`src/rtl/sram_rd_streamer_if.sv`:
```
// Signal bundle between the SRAM read streamer, the SRAM pins it drives and
// the valid/ready stream it feeds toward the MAC array.
interface sram_rd_streamer_if #(
    parameter int BW = 32,
    parameter int AW = 4
);
    logic          START;
    logic [AW-1:0] BASE;
    logic [AW:0]   LEN;
    logic          BUSY;
    logic          DONE;
    logic          CSN;
    logic [AW-1:0] A;
    logic          WEN;
    logic [BW-1:0] DOUT_I;
    logic          O_VALID;
    logic [BW-1:0] O_DATA;
    logic          O_LAST;
    logic          O_READY;

    modport master (
        input  START, BASE, LEN, DOUT_I, O_READY,
        output BUSY, DONE, CSN, A, WEN, O_VALID, O_DATA, O_LAST
    );

    modport slave (
        output START, BASE, LEN, DOUT_I, O_READY,
        input  BUSY, DONE, CSN, A, WEN, O_VALID, O_DATA, O_LAST
    );
endinterface

```
`src/rtl/sram_rd_streamer.sv`:
```
// Streams LEN sequential SRAM words from BASE onto a valid/ready port; a
// 2-entry buffer plus an in-flight credit absorbs the 1-cycle read latency.
module sram_rd_streamer #(
    parameter int BW = 32,
    parameter int AW = 4
) (
    input  logic                 CLK,
    input  logic                 RSTN,
    sram_rd_streamer_if.master   bus
);
    localparam logic [0:0]  S_IDLE = 1'b0;
    localparam logic [0:0]  S_RUN  = 1'b1;
    localparam logic [AW:0] ONE    = (AW+1)'(1);

    logic [0:0]    state_q, state_d;
    logic [AW-1:0] base_q,  base_d;
    logic [AW:0]   len_q,   len_d;
    logic [AW:0]   iss_q,   iss_d;
    logic [AW:0]   acc_q,   acc_d;
    logic [1:0]    occ_q,   occ_d;
    logic [BW-1:0] buf0_q,  buf0_d;
    logic [BW-1:0] buf1_q,  buf1_d;
    logic          done_q,  done_d;
    logic          infl_q;

    logic          run;
    logic          pop;
    logic          push;
    logic          issue;
    logic [2:0]    credit_use;

    // Slots already committed after this edge: held words plus the read in flight, minus the word leaving.
    always_comb begin
        run        = (state_q == S_RUN);
        pop        = (occ_q != 2'd0) && bus.O_READY;
        push       = infl_q;
        credit_use = {1'b0, occ_q} + {2'b00, infl_q} - {2'b00, pop};
        issue      = run && (iss_q < len_q) && (credit_use < 3'd2);
    end

    always_comb begin
        // NOTE: every next-state signal gets a default first so no path leaves it unassigned (no latches).
        state_d = state_q;
        base_d  = base_q;
        len_d   = len_q;
        iss_d   = iss_q;
        acc_d   = acc_q;
        done_d  = 1'b0;
        if (!run) begin
            if (bus.START) begin
                if (bus.LEN == '0) begin
                    done_d = 1'b1;
                end else begin
                    state_d = S_RUN;
                    base_d  = bus.BASE;
                    len_d   = bus.LEN;
                    iss_d   = '0;
                    acc_d   = '0;
                end
            end
        end else begin
            if (issue) iss_d = iss_q + ONE;
            if (pop) begin
                acc_d = acc_q + ONE;
                if (acc_q == len_q - ONE) begin
                    state_d = S_IDLE;
                    done_d  = 1'b1;
                end
            end
        end
    end

    always_comb begin
        buf0_d = buf0_q;
        buf1_d = buf1_q;
        occ_d  = occ_q;
        case ({push, pop})
            2'b10: begin
                if (occ_q == 2'd0) buf0_d = bus.DOUT_I;
                else               buf1_d = bus.DOUT_I;
                occ_d = occ_q + 2'd1;
            end
            2'b01: begin
                buf0_d = buf1_q;
                occ_d  = occ_q - 2'd1;
            end
            2'b11: begin
                if (occ_q == 2'd1) begin
                    buf0_d = bus.DOUT_I;
                end else begin
                    buf0_d = buf1_q;
                    buf1_d = bus.DOUT_I;
                end
            end
            default: ;
        endcase
    end

    // NOTE: the buffer entries are reset too, because O_DATA must read 0 while RSTN is low.
    always_ff @(posedge CLK or negedge RSTN) begin
        if (!RSTN) begin
            state_q <= S_IDLE;
            base_q  <= '0;
            len_q   <= '0;
            iss_q   <= '0;
            acc_q   <= '0;
            occ_q   <= '0;
            buf0_q  <= '0;
            buf1_q  <= '0;
            done_q  <= 1'b0;
            infl_q  <= 1'b0;
        end else begin
            // NOTE: non-blocking assignments so every register samples pre-edge values.
            state_q <= state_d;
            base_q  <= base_d;
            len_q   <= len_d;
            iss_q   <= iss_d;
            acc_q   <= acc_d;
            occ_q   <= occ_d;
            buf0_q  <= buf0_d;
            buf1_q  <= buf1_d;
            done_q  <= done_d;
            infl_q  <= issue;
        end
    end

    assign bus.BUSY    = run;
    assign bus.DONE    = done_q;
    assign bus.CSN     = ~issue;
    assign bus.A       = base_q + iss_q[AW-1:0];
    assign bus.WEN     = 1'b1;
    assign bus.O_VALID = (occ_q != 2'd0);
    assign bus.O_DATA  = buf0_q;
    assign bus.O_LAST  = (occ_q != 2'd0) && (acc_q == len_q - ONE);

    a_no_overflow: assert property (@(posedge CLK) disable iff (!RSTN)
        (occ_q != 2'd3) && !(push && !pop && occ_q == 2'd2));
endmodule

```
`src/flat_wrapper.sv`:
```
// flat-port wrapper written by rule: the top's interface ports become plain ports
module sram_rd_streamer_flat 
#(
    parameter int BW = 32,
    parameter int AW = 4
)
  (CLK, RSTN, bus_START, bus_BASE, bus_LEN, bus_DOUT_I, bus_O_READY, bus_BUSY, bus_DONE, bus_CSN, bus_A, bus_WEN, bus_O_VALID, bus_O_DATA, bus_O_LAST);
  sram_rd_streamer_if #(.BW(BW), .AW(AW)) bus_i ();
  input  logic CLK;
  input  logic RSTN;
  input wire logic [$bits(bus_i.START)-1:0] bus_START;
  input wire logic [$bits(bus_i.BASE)-1:0] bus_BASE;
  input wire logic [$bits(bus_i.LEN)-1:0] bus_LEN;
  input wire logic [$bits(bus_i.DOUT_I)-1:0] bus_DOUT_I;
  input wire logic [$bits(bus_i.O_READY)-1:0] bus_O_READY;
  output wire logic [$bits(bus_i.BUSY)-1:0] bus_BUSY;
  output wire logic [$bits(bus_i.DONE)-1:0] bus_DONE;
  output wire logic [$bits(bus_i.CSN)-1:0] bus_CSN;
  output wire logic [$bits(bus_i.A)-1:0] bus_A;
  output wire logic [$bits(bus_i.WEN)-1:0] bus_WEN;
  output wire logic [$bits(bus_i.O_VALID)-1:0] bus_O_VALID;
  output wire logic [$bits(bus_i.O_DATA)-1:0] bus_O_DATA;
  output wire logic [$bits(bus_i.O_LAST)-1:0] bus_O_LAST;
  assign bus_i.START = bus_START;
  assign bus_i.BASE = bus_BASE;
  assign bus_i.LEN = bus_LEN;
  assign bus_i.DOUT_I = bus_DOUT_I;
  assign bus_i.O_READY = bus_O_READY;
  assign bus_BUSY = bus_i.BUSY;
  assign bus_DONE = bus_i.DONE;
  assign bus_CSN = bus_i.CSN;
  assign bus_A = bus_i.A;
  assign bus_WEN = bus_i.WEN;
  assign bus_O_VALID = bus_i.O_VALID;
  assign bus_O_DATA = bus_i.O_DATA;
  assign bus_O_LAST = bus_i.O_LAST;
  sram_rd_streamer #(.BW(BW), .AW(AW)) u_core (.CLK(CLK), .RSTN(RSTN), .bus(bus_i));
endmodule
```
`config.mk`:
```
export PLATFORM = sky130hd
export DESIGN_NAME = sram_rd_streamer_flat
export DESIGN_NICKNAME = d
export VERILOG_FILES = /design/src/rtl/sram_rd_streamer_if.sv /design/src/rtl/sram_rd_streamer.sv /design/src/flat_wrapper.sv
export SDC_FILE = /design/constraint.sdc
export NUM_CORES = 1
export LEC_CHECK = 0
export BUFFER_PORTS_ARGS = -buffer_cell sky130_fd_sc_hd__buf_4
export CAP_MARGIN = 20
export CORE_ASPECT_RATIO = 1.4
export CORE_MARGIN = 4
export CORE_UTILIZATION = 40
export DETAILED_ROUTE_END_ITERATION = 8
export GPL_TIMING_DRIVEN = 0
export PLACE_DENSITY = 0.67
export SLEW_MARGIN = 5
export SYNTH_ARGS = -nofsm -noshare
export SYNTH_HDL_FRONTEND = slang
export SYNTH_SLANG_ARGS = --single-unit
```
`constraint.sdc`:
```
create_clock -name CLK -period 2.59 [get_ports CLK]
set_input_delay 0.518 -clock CLK [delete_from_list [all_inputs] [get_ports CLK]]
set_output_delay 0.518 -clock CLK [all_outputs]
set_load 0.02 [all_outputs]
```
**After elaboration in Yosys (flattened, before gate mapping)**

Cells that the tools add are included.

- $add $sub $neg: 8
- Equal/unequal tests: 11
- Mux-type cells: 23
- Bitwise gates (word level): 3
- $lt $le $gt $ge: 2
- Reductions and logical operators: 16

Operators with widths:

| cell | number |
|---|---|
| 2-to-1 mux 32 bit | 4 |
| one-hot mux 32 bit (3 select lines) | 1 |
| one-hot mux 32 bit (2 select lines) | 1 |
| 2-to-1 mux 5 bit | 6 |
| AND reduction 3 bit | 4 |
| adder 5 x 1 -> 5 bit, second input constant | 2 |
| 2-to-1 mux 1 bit | 10 |
| inequality test 2 bit, second input constant | 4 |
| nonzero test 2 bit | 4 |
| equality test 5 bit | 1 |
| logical NOT 5 bit | 1 |
| < comparator 5 bit | 1 |
| subtractor 5 x 1 -> 5 bit, second input constant | 1 |
| adder 4 bit | 1 |
| equality test 2 x 1 -> 1 bit, second input constant | 2 |
| equality test 2 bit, second input constant | 2 |
| logical AND 1 bit | 4 |
| inequality test 2 x 1 -> 1 bit, second input constant | 2 |
| one-hot mux 2 bit (2 select lines) | 1 |
| adder 2 x 1 -> 3 bit | 1 |
| < comparator 3 x 2 -> 1 bit, second input constant | 1 |
| NOT 1 bit | 3 |
| nonzero test 3 bit | 1 |
| subtractor 3 x 1 -> 3 bit | 1 |
| 4 further kinds | 4 |

- Word-level logic and storage cells: 73
- Bits of input ports: 45
- Output and inout port bits: 42
- Register bits: 88

**Depth between registers and ports, before layout**

Gate-level depths: netlist (run 1).

- Depth after elaboration: 7
- Gate-level depth with buffers: 14
- Mapped depth without buffers: 14

**Worst setup path after synthesis (run 1)**

Ideal clock, no wire load.

- Path type: register to output
- Start: register u_core.occ_q[0]
- End: output port bus_CSN
- Cell stages (with the launch flop): 12
- Path slack: -0.285 ns
- Arrival time: 2.357 ns
- Path through: dfrtp_1 -> inv_1 -> ha_1 -> inv_1 -> nand2_1 -> nor2_1 -> o21ai_0 -> fa_1 -> nand2_1 -> a211oi_1 -> o211a_1 -> inv_1

- Word-level cells in the longest chain between the ends: 6

Ends and longest elaborated chain:

| element | line | text |
|---|---|---|
| from (decl) | sram_rd_streamer.sv:20 | `logic [1:0] occ_q, occ_d;` |
| from (signal assigned) | sram_rd_streamer.sv:107 | `occ_q <= '0;` |
| from (signal assigned) | sram_rd_streamer.sv:119 | `occ_q <= occ_d;` |
| nonzero test 2 bit | -- |  |
| via bus_O_VALID | flat_wrapper.sv:21 | `output wire logic [$bits(bus_i.O_VALID)-1:0] bus_O_VALID;` |
| logical AND 1 bit | sram_rd_streamer.sv:35 | `pop = (occ_q != 2'd0) && bus.O_READY;` |
| subtractor 3 x 1 -> 3 bit | sram_rd_streamer.sv:37 | `credit_use = {1'b0, occ_q} + {2'b00, infl_q} - {2'b00, pop};` |
| < comparator 3 x 2 -> 1 bit | sram_rd_streamer.sv:38 | `issue = run && (iss_q < len_q) && (credit_use < 3'd2);` |
| logical AND 1 bit | sram_rd_streamer.sv:38 |  |
| via u_core.issue | sram_rd_streamer.sv:29 | `logic issue;` |
| NOT 1 bit | sram_rd_streamer.sv:129 | `assign bus.CSN = ~issue;` |
| to (decl) | flat_wrapper.sv:18 | `output wire logic [$bits(bus_i.CSN)-1:0] bus_CSN;` |

The timed path passes the listed nets, and every way through them passes these cells.

**Worst setup path after layout (run 1)**

- Start: register u_core.occ_q[0]
- End: output port bus_CSN

- Word-level cells in the longest chain between the ends: 6

Ends and longest elaborated chain:

| element | line |
|---|---|
| branches (longest 2 deep; another with adder 2 x 1 -> 3 bit) | -- |
| subtractor 3 x 1 -> 3 bit (*) | sram_rd_streamer.sv:37 |
| < comparator 3 x 2 -> 1 bit (*) | sram_rd_streamer.sv:38 |
| logical AND 1 bit (*) | sram_rd_streamer.sv:38 |
| via u_core.issue | sram_rd_streamer.sv:29 |
| NOT 1 bit (*) | sram_rd_streamer.sv:129 |

Mark *: on every way through the listed nets, which the timed path passes.

==> run metrics, run 1 <==
Max H-tree Level 3; Fmax achieved 346 MHz; syn nets 434; largest net degree at the start of global routing 89; clock skew 0.0108 ns; CP max FO 4; area grow syn2layout 32.1%; failing checks setup timing; HP Class primary input to async pin; Worst Tran Pin Value 0.581 ns; count of cell types in the netlist 35; post-route ant nets 0; Routed WL 9190 um; Post-synth EDFFs 0; total global routing overflow 0; port bufs 85; CTS Buf Count 9; CTS clock-pin slew for the worst setup and hold paths 0.07 ns; outcome complete, but fails checks; I/O Pins 87; power consumption 0.00742 W; syn avg cell area 10.9 um2; Fin. Hold Viols 0; Max VDD drop 0.813 mV; Mapped Area 4060 um2; drt pass-1 iters 4; core area 9900 um2; Worst Hold Slack 0.174 ns; Slew headroom 61.3%; Initial DRC Count 112; die area 11800 um2; GRT Total Usage 16.4%; CTS tree built; Util after Layout 54.2%; FFs w/ async S/R, synth 100%; worst skew pair latency 0.34 ns; Antenna Cells 0; Detailed Place HPWL 6610 um; commonest cells in the netlist dfrtp_1, nand2_1, o21ai_0, a22oi_1, mux2_2; Setup crit end kind output port; synthesized instance count 373; global-route wire length before repair 15500 um; worst path required time 2.07 ns; row cnt 43; Seq cells post-synth 88; Syn. warnings 0; fin crit period 2.89 ns; Die Ht 127 um; Setup violations, final 1; final period utilization 112%; initial antenna violation count 0; number of global-route vias before repair 3327; die width 93.1 um; Max Root-Sink Buffers 2; initial cell density of the core 41.0%; pwr/cell area 1380 nW/um2; sequential area share after synthesis 54.3%; CTS hold repair buffers 0; Crit Path Category register to output port; RSZ-0062 raised after global routing yes; via count 3147; leakage 2.51 nW; ys flop type dfrtp_1; Slew Viols, Final 0; RePlAce Congestion 0.781; share of layout cells above drive strength 1 36.3%; Post-layout nets 544; post-route DRC violation count 0; Max Cap Viol 0; post-route setup slack -0.302 ns; per-cell routed wire length 14.8 um; top-count cell post-synth dfrtp_1; Synth area leader dfrtp_1; Via-to-Cell Ratio 5.05; pre-CTS WS -0.270 ns; Arr. time, crit path 2.37 ns; post-synth top area share 54.3%; Area contributors post-synth dfrtp_1, mux2_2, a22oi_1; CP startpoint kind register; CTS Sinks 88; Clock Root Buffer clkbuf_16
## cells by family after synthesis
kind of cell	after synthesis	share of synthesized area [%]
other cells	1	0.0924
compound gates	101	15.7
mux	32	8.88
simple gates	86	8.82
buf+inv	35	3.92
flops	88	54.3
xor+xnor	14	3.02
fa+ha+maj	16	5.30
## worst max-delay path, stage by stage, from the launching register on
cell and delay [ns]:
dfrtp_2 0.41, inv_2 0.09, ha_4 0.15, inv_4 0.04, nand2_4 0.08, inv_4 0.04
nor2_1 0.08, o21ai_1 0.07, fa_1 0.49, nand2_1 0.06, a211oi_2 0.15, o211a_1 0.21
inv_2 0.05, buf_6 0.12
## layer usage
metal  share of wire [%]  GRT usage, %
met1                  42          19.3
met4                 1.5          5.61
met2                  51          28.7
met5                   0             0
met3                 5.8          4.48
## flip-flops by register name, indices dropped and copies added (netlist names)
| register | count |
|---|---|
| u_core.base_q | 4 |
| u_core.bus.DONE | 1 |
| u_core.iss_q | 5 |
| u_core.buf1_q | 32 |
| u_core.bus.O_DATA | 32 |
| u_core.infl_q | 1 |
| u_core.len_q | 5 |
| u_core.acc_q | 5 |
| u_core.bus.BUSY | 1 |
| u_core.occ_q | 2 |
## cell type report
| class | instances | area [um2] |
|---|---|---|
| well taps | 135 | 169 |
| inverters | 16 | 65.1 |
| fillers | 890 | 4540 |
| repair buffers | 99 | 763 |
| flip-flops and latches | 88 | 2200 |
| multi-input cells | 250 | 1760 |
| clock inverters | 7 | 78.8 |
| clock buffers | 9 | 225 |
| plain buffers | 19 | 98.8 |
## cell usage in the layout, fill, tap and decap left out, drive strengths merged
master and n:
a22oi 32, conb 1, nand3b 1, o41ai 2, inv 18, a22o 1, o211a 1, xor2 5
nand4 3, a21oi 8, mux2 32, ha 14, nand2b 4, o211ai 3, nand2 58, bufinv 1
and2 1, clkinvlp 2, nand3 5, dfrtp 88, fa 2, clkbuf 14, xnor2 9, o22ai 1
o22a 1, a211oi 1, clkinv 2, a2111oi 1, a31oi 2, buf 113, a21o 2, o21ai 46
nor2 11, or2 1, nor3 2
## timing repair
item / in CTS / in global routing
gates resized for setup: 4 / 7
pin swaps: 4 / 3
setup endpoints to repair: 3 / 4
buffers inserted: 7 / 6
## worst paths after layout
check                                     start                     to  slack (ns)  cells past startpoint
setup / recovery                u_core.occ_q[0]                bus_CSN       -0.30                     13
hold / removal                             RSTN  u_core.bus.O_DATA[20]        0.17                      1
setup reg to reg                u_core.occ_q[0]        u_core.iss_q[4]        0.02                     16
hold reg to reg            u_core.bus.O_DATA[9]   u_core.bus.O_DATA[9]        0.48                      2
max in group asynchronous                  RSTN      u_core.buf1_q[29]        1.78                      2
min in group CLK                    bus_BASE[0]       u_core.base_q[0]        0.37                      3
## power breakdown
group	internal [W]	leakage (nW)	total, W	switching, W
clock network	0.000758	0.144	0.00132	0.000564
registers	0.00203	1.08	0.00246	0.000426
logic	0.00172	1.28	0.00363	0.00192
total	0.00451	2.51	0.00742	0.00291
## stage by stage
stage                     setup TNS, ns  instance area (um2)  instances
final                            -0.302                 5360        623
after global routing             -0.704                 5360        623
after CTS                        -0.312                 5270        616
after detailed placement         -0.316                 4900        593
after global placement           -0.254                 4900        593
after floorplan                       0                 4090        373
Note: power is estimated with default switching activity, not from simulation.
==> run 2: changes to the inputs <==
--- a/config.mk
+++ b/config.mk
@@ -8,11 +8,11 @@
 export BUFFER_PORTS_ARGS = -buffer_cell sky130_fd_sc_hd__buf_4
 export CAP_MARGIN = 20
 export CORE_ASPECT_RATIO = 1.4
-export CORE_MARGIN = 4
-export CORE_UTILIZATION = 40
+export CORE_MARGIN = 2
+export CORE_UTILIZATION = 36
 export DETAILED_ROUTE_END_ITERATION = 8
 export GPL_TIMING_DRIVEN = 0
-export PLACE_DENSITY = 0.67
+export PLACE_DENSITY = 0.62
 export SLEW_MARGIN = 5
 export SYNTH_ARGS = -nofsm -noshare
 export SYNTH_HDL_FRONTEND = slang
==> run 2 against run 1 <==
Compared with the run above: worst hold slack lost 0.11 ns; clock power grew 13%; combinational power is essentially flat; final cell count up 0.80%; the flow still finishes with violations (setup timing); register-to-register slack got worse by 0.03 ns; critical path depth stayed put.
==> run metrics, run 2 (same netlist as run 1, synthesis figures left out) <==
initial antenna violation count 0 (unchanged); leakage 2.53 nW (+0.85%); placed inst area 4900 um2 (+0.15%); worst skew pair latency 0.33 ns (about the same); most common cell after layout, fill and taps aside buf_4; fin crit period 2.90 ns (+0.00854 ns); I/O Pins 87 (unchanged); Clock Root Buffer clkbuf_16; RePlAce Congestion 0.792 (+1.3%); CP max FO 3 (-1); Setup violations, final 2 (+1); global-route wire length before repair 15200 um (-1.8%); CTS clock-pin slew for the worst setup and hold paths 0.06 ns (about the same); Max Cap Viol 0 (unchanged); Fin. Hold Viols 0 (unchanged); port bufs 85 (unchanged); Via-to-Cell Ratio 5.04 (-0.17%); Die Ht 130 um (+1.9%); Fmax achieved 345 MHz (-0.29%); Max Root-Sink Buffers 2 (unchanged); clock group share of total power 19.6% (+1.8 points); CTS Buf Count 9 (unchanged); drt pass-1 iters 4 (unchanged); Int Power 0.00470 W (+4.2%); Routed WL 9300 um (+1.2%); Detailed Place HPWL 6570 um (-0.70%); HP Class primary input to async pin; CTS hold repair buffers 0 (unchanged); RSZ-0062 raised after global routing yes; largest net degree at the start of global routing 89 (unchanged); reg2reg end u_core.iss_q[3]; Crit Path Category register to output port; Reg2Reg Setup Slack -0.01 ns (-0.03 ns); CTS tree built; total global routing overflow 0 (unchanged); area grow syn2layout 33.4%; Setup crit start u_core.occ_q[0]; Setup crit end kind output port; die width 93.7 um (+0.65%); row cnt 45 (+4.7%); pre-CTS WS -0.274 ns (-0.00408 ns); sw power 0.00289 W (-0.68%); worst path required time 2.07 ns (about the same); Sw Ratio 38.1% (-1.1 points); die area 12200 um2 (+2.6%); Slew headroom 62.4% (+1.1 points); CTS Sinks 88 (unchanged); share of layout cells above drive strength 1 36.8% (+0.49 points); Antenna Cells 0 (unchanged); Slew Viols, Final 0 (unchanged); post-route ant nets 0 (unchanged); pwr/cell area 1400 nW/um2 (+1.3%); Reg2Reg Launch Point u_core.occ_q[0]; commonest non-fill, non-tap cells in the layout buf_4, dfrtp_1, nand2_1; Max VDD drop 0.832 mV (+2.4%); post-layout instance area 5410 um2 (+0.96%); setup tns final -0.316 ns (-0.0145 ns); number of global-route vias before repair 3190 (-4.1%); clock skew 0.00656 ns (-0.00427 ns); outcome complete, but fails checks; Initial DRC Count 76 (-32%); post-route setup slack -0.310 ns (-0.00854 ns); dpl cells 599 (+1.0%); non-filler instance count after layout 628 (+0.80%); GRT Total Usage 15.8% (-0.59 points); per-cell routed wire length 14.8 um (+0.41%); Post-layout nets 543 (-0.18%); failing checks setup timing; Comb power frac 47.9% (-1.1 points); core area 10900 um2 (+10%); sequential share of power 32.4% (-0.8 points); reg2reg path depth 16 (unchanged); Arr. time, crit path 2.38 ns (about the same); Max H-tree Level 3 (unchanged); via count 3167 (+0.64%); CP startpoint kind register; # fillers 1040 (+17%); initial cell density of the core 37.2% (-3.8 points); final period utilization 112% (+0.33 points); post-route DRC violation count 0 (unchanged); crit path capture bus_CSN; Worst Tran Pin Value 0.564 ns (-0.0169 ns)
-- run 2: per-layer routing --
| metal | GRT usage [%] | part of all wire (%) | vias up |
|---|---|---|---|
| met5 | 0 | 0 | - |
| met4 | 6.22 | 1.8 | 0 |
| met3 | 3.02 | 5.6 | 14 |
| met2 | 26.8 | 50 | 105 |
| met1 | 19.9 | 43 | 1515 |
| li1 | - | - | 1533 |
-- run 2: worst min-delay path by stage --
stage | from | cells past startpoint | slack (ns) | endpoint
after floorplan | RSTN | 0 | 0.22 | u_core.acc_q[0]
after global placement | u_core.bus.O_DATA[11] | 2 | 0.46 | u_core.bus.O_DATA[11]
after detailed placement | u_core.base_q[2] | 2 | 0.47 | u_core.base_q[2]
after CTS | bus_BASE[3] | 3 | 0.36 | u_core.base_q[3]
after global routing | RSTN | 1 | 0.07 | u_core.bus.O_DATA[20]
final | RSTN | 1 | 0.06 | u_core.bus.O_DATA[20]
-- run 2: final cells by class --
| type | count | area [um2] | area share [%] |
|---|---|---|---|
| clock buffer | 10 | 229 | 4.23 |
| sequential | 88 | 2200 | 40.7 |
| tap | 141 | 176 | 3.26 |
| inverter | 16 | 65.1 | 1.20 |
| multi-input combinational | 250 | 1760 | 32.6 |
| buffer | 19 | 98.8 | 1.83 |
| timing repair buffer | 98 | 763 | 14.1 |
| clock inverter | 6 | 115 | 2.13 |
-- run 2: power by group through the flow --
stage | registers [W] | clock network [W] | logic (W)
2_1_floorplan | 0.00269 | 0 | 0.00199
3_3_place_gp | 0.00247 | 0 | 0.00326
3_5_place_dp | 0.00251 | 0 | 0.00334
4_1_cts | 0.00247 | 0.00152 | 0.00355
5_1_grt | 0.00255 | 0.00158 | 0.00402
6_report | 0.00246 | 0.00149 | 0.00364
-- run 2: what timing repair did --
action | CTS | global route
setup buffers | 8 | 4
gates resized for setup | 4 | 11
setup endpoints to repair | 3 | 6
hold endpoints to repair | 0 | 0
pin swaps | 5 | 6
-- run 2: critical path: stages (launching register included) --
cell	delay (ns)
dfrtp_2	0.41
inv_2	0.08
ha_4	0.15
inv_4	0.04
nand2_4	0.08
inv_4	0.04
nor2_4	0.07
o21ai_2	0.06
fa_1	0.51
nand2_1	0.06
a211oi_2	0.14
o211a_1	0.21
inv_2	0.06
buf_6	0.13
-- run 2: stage by stage --
step | hold WS (ns) | utilization [%] | power, W
finish | 0.0636 | 49.6 | 0.00758
global route | 0.0708 | 49.6 | 0.00814
CTS | 0.359 | 48.7 | 0.00753
detailed placement | 0.471 | 44.9 | 0.00585
global placement | 0.464 | 44.9 | 0.00574
floorplan | 0.222 | - | 0.00468
==> run 3: changes to the inputs <==
--- a/config.mk
+++ b/config.mk
@@ -5,14 +5,14 @@
 export SDC_FILE = /design/constraint.sdc
 export NUM_CORES = 1
 export LEC_CHECK = 0
-export BUFFER_PORTS_ARGS = -buffer_cell sky130_fd_sc_hd__buf_4
 export CAP_MARGIN = 20
 export CORE_ASPECT_RATIO = 1.4
 export CORE_MARGIN = 2
 export CORE_UTILIZATION = 36
 export DETAILED_ROUTE_END_ITERATION = 8
+export DONT_BUFFER_PORTS = 1
 export GPL_TIMING_DRIVEN = 0
-export PLACE_DENSITY = 0.62
+export PLACE_DENSITY = 0.55
 export SLEW_MARGIN = 5
 export SYNTH_ARGS = -nofsm -noshare
 export SYNTH_HDL_FRONTEND = slang
==> run 3 against run 2 <==
Compared with the run above: clock power is 3% higher; worst hold slack gained 0.026 ns; register-to-register slack hardly changed; clock skew is essentially flat; design area decreased by 12%; sequential cell count stayed put; the flow still finishes with violations (setup timing); global-route usage barely moved; highest routed layer unchanged; critical path depth shrank 1; die area unchanged.
==> run metrics, run 3 (same netlist as run 1, synthesis figures left out) <==
outcome complete, but fails checks; failing checks setup timing; post-route setup slack -0.298 ns (+0.0124 ns); Sw Ratio 39.9% (+1.8 points); post-route DRC violation count 0 (unchanged); slowest stage delay, CP 0.51 ns (about the same); sequential share of power 39.8% (+7.4 points); Die Ht 130 um (unchanged); Comb power frac 38.5% (-9.4 points); post-route ant nets 0 (unchanged); Post-layout nets 454 (-16%); Clock Root Buffer clkbuf_16; row cnt 45 (unchanged); non-filler instance count after layout 539 (-14%); GRT Total Usage 15.8% (+0.044 points); Worst Tran Pin Value 0.511 ns (-0.0527 ns); post-layout instance area 4780 um2 (-12%); worst skew pair latency 0.34 ns (about the same); initial cell density of the core 37.2% (unchanged); largest net degree at the start of global routing 89 (unchanged); most common cell after layout, fill and taps aside dfrtp_1; Slew Viols, Final 0 (unchanged); pwr/cell area 1470 nW/um2 (+4.9%); via count 2763 (-13%); leakage 2.09 nW (-17%); sw power 0.00280 W (-2.9%); Max H-tree Level 3 (unchanged); Initial DRC Count 55 (-28%); Crit Path Category register to output port; Arr. time, crit path 2.37 ns (about the same); Fmax achieved 346 MHz (+0.43%); Worst Hold Slack 0.0893 ns (+0.0257 ns); CTS clock-pin slew for the worst setup and hold paths 0.06 ns (about the same); share of layout cells above drive strength 1 22.6% (-14 points); Int Power 0.00422 W (-10%); core area 10900 um2 (unchanged); initial antenna violation count 0 (unchanged); Max VDD drop 0.605 mV (-27%); HP Class primary input to async pin; Via-to-Cell Ratio 5.13 (+1.6%); Setup violations, final 3 (+1); Slowest-stage cell, CP fa_1; Max Cap Viol 0 (unchanged); Slew headroom 65.9% (+3.5 points); die width 93.7 um (unchanged); area grow syn2layout 17.8%; Fin. Hold Viols 0 (unchanged); RSZ-0062 raised after global routing yes; worst path bufs/invs 4 (-1); worst path required time 2.07 ns (about the same); commonest non-fill, non-tap cells in the layout dfrtp_1, nand2_1, o21ai_0; global-route wire length before repair 14600 um (-3.7%); CTS Buf Count 9 (unchanged); CTS tree built; I/O Pins 87 (unchanged); RePlAce Congestion 0.824 (+4.1%); Top delay family on crit path adder cells; fin crit period 2.89 ns (-0.0124 ns); Setup crit end kind output port; Antenna Cells 0 (unchanged); dpl cells 514 (-14%); Routed WL 9070 um (-2.5%); CTS Sinks 88 (unchanged); Detailed Place HPWL 6320 um (-3.7%); Util after Layout 43.8% (-5.8 points); total global routing overflow 0 (unchanged); number of global-route vias before repair 2870 (-10%); final period utilization 111% (-0.48 points); drt pass-1 iters 6 (+2); clock skew 0.00623 ns (-0.000332 ns); port bufs 0 (-100%); power consumption 0.00703 W (-7.4%); CP max FO 6 (+3); crit path cell chain inv_4, ha_4, inv_6, nand2_8, inv_6, nor2_4, o21ai_2, fa_1, nand2_1, a211oi_2, o211a_1, inv_4; CP startpoint kind register; per-cell routed wire length 16.8 um (+14%); die area 12200 um2 (unchanged); clock group share of total power 21.7% (+2.1 points); Max Root-Sink Buffers 2 (unchanged); placed inst area 4270 um2 (-13%)
-- run 3: metal layers --
| layer | track usage [%] | vias to the layer above | wire (um) |
|---|---|---|---|
| met5 | 0 | - | 0 |
| met4 | 6.31 | 0 | 104 |
| met3 | 6.69 | 8 | 737 |
| met2 | 27.6 | 74 | 4720 |
| met1 | 16.8 | 1335 | 3510 |
| li1 | - | 1346 | - |
-- run 3: area by class of cell --
| type | instances | area (um2) |
|---|---|---|
| Clock buffer | 10 | 239 |
| Timing Repair Buffer | 9 | 91.3 |
| Sequential cell | 88 | 2200 |
| Multi-Input combinational cell | 250 | 1780 |
| Clock inverter | 6 | 115 |
| Inverter | 16 | 75.1 |
| Tap cell | 141 | 176 |
| Fill cell | 1020 | 6140 |
| Buffer | 19 | 98.8 |
-- run 3: stage by stage --
step	setup WS, ns	TNS (ns)
after floorplan	0.0111	0
after global placement	-0.200	-0.430
after detailed placement	-0.217	-0.554
after CTS	-0.351	-0.351
after global routing	-0.451	-0.989
final	-0.298	-0.328
-- run 3: final timing paths --
check | startpoint | to | slack [ns] | depth (start not counted)
min | RSTN | u_core.bus.O_DATA[26] | 0.09 | 1
min reg2reg | u_core.base_q[0] | u_core.base_q[0] | 0.48 | 2
min in group CLK | bus_BASE[3] | u_core.base_q[3] | 0.28 | 2
max in group asynchronous | RSTN | u_core.occ_q[1] | 2.13 | 1
max reg2reg | u_core.occ_q[1] | u_core.iss_q[3] | -0.02 | 15
max | u_core.occ_q[1] | bus_CSN | -0.30 | 12
-- run 3: worst reg2reg max path, cell delays in order, from the launching register on --
cell and delay [ns]:
dfrtp_2 0.43, inv_4 0.08, ha_4 0.16, inv_6 0.06
nand2_8 0.07, inv_6 0.05, nor2_4 0.08, o21ai_2 0.06
fa_1 0.51, nand2_1 0.06, a211oi_2 0.16, o211a_1 0.23
buf_4 0.13, buf_6 0.09, nor2_1 0.06, o41ai_2 0.29
-- run 3: power by group through the flow --
stage                     clock [W]  combinational, W  sequential (W)
after global routing        0.00162           0.00306         0.00289
after global placement            0           0.00234         0.00282
final                       0.00153           0.00270         0.00280
after floorplan                   0           0.00199         0.00269
after detailed placement          0           0.00242         0.00285
after CTS                   0.00156           0.00258         0.00281
-- run 3: repair_timing --
action / in CTS / in global routing
hold endpoints to repair: 88 / 88
setup buffers: 6 / 2
setup endpoints to repair: 6 / 6
gates resized for setup: 9 / 10
pin swaps: 6 / 7
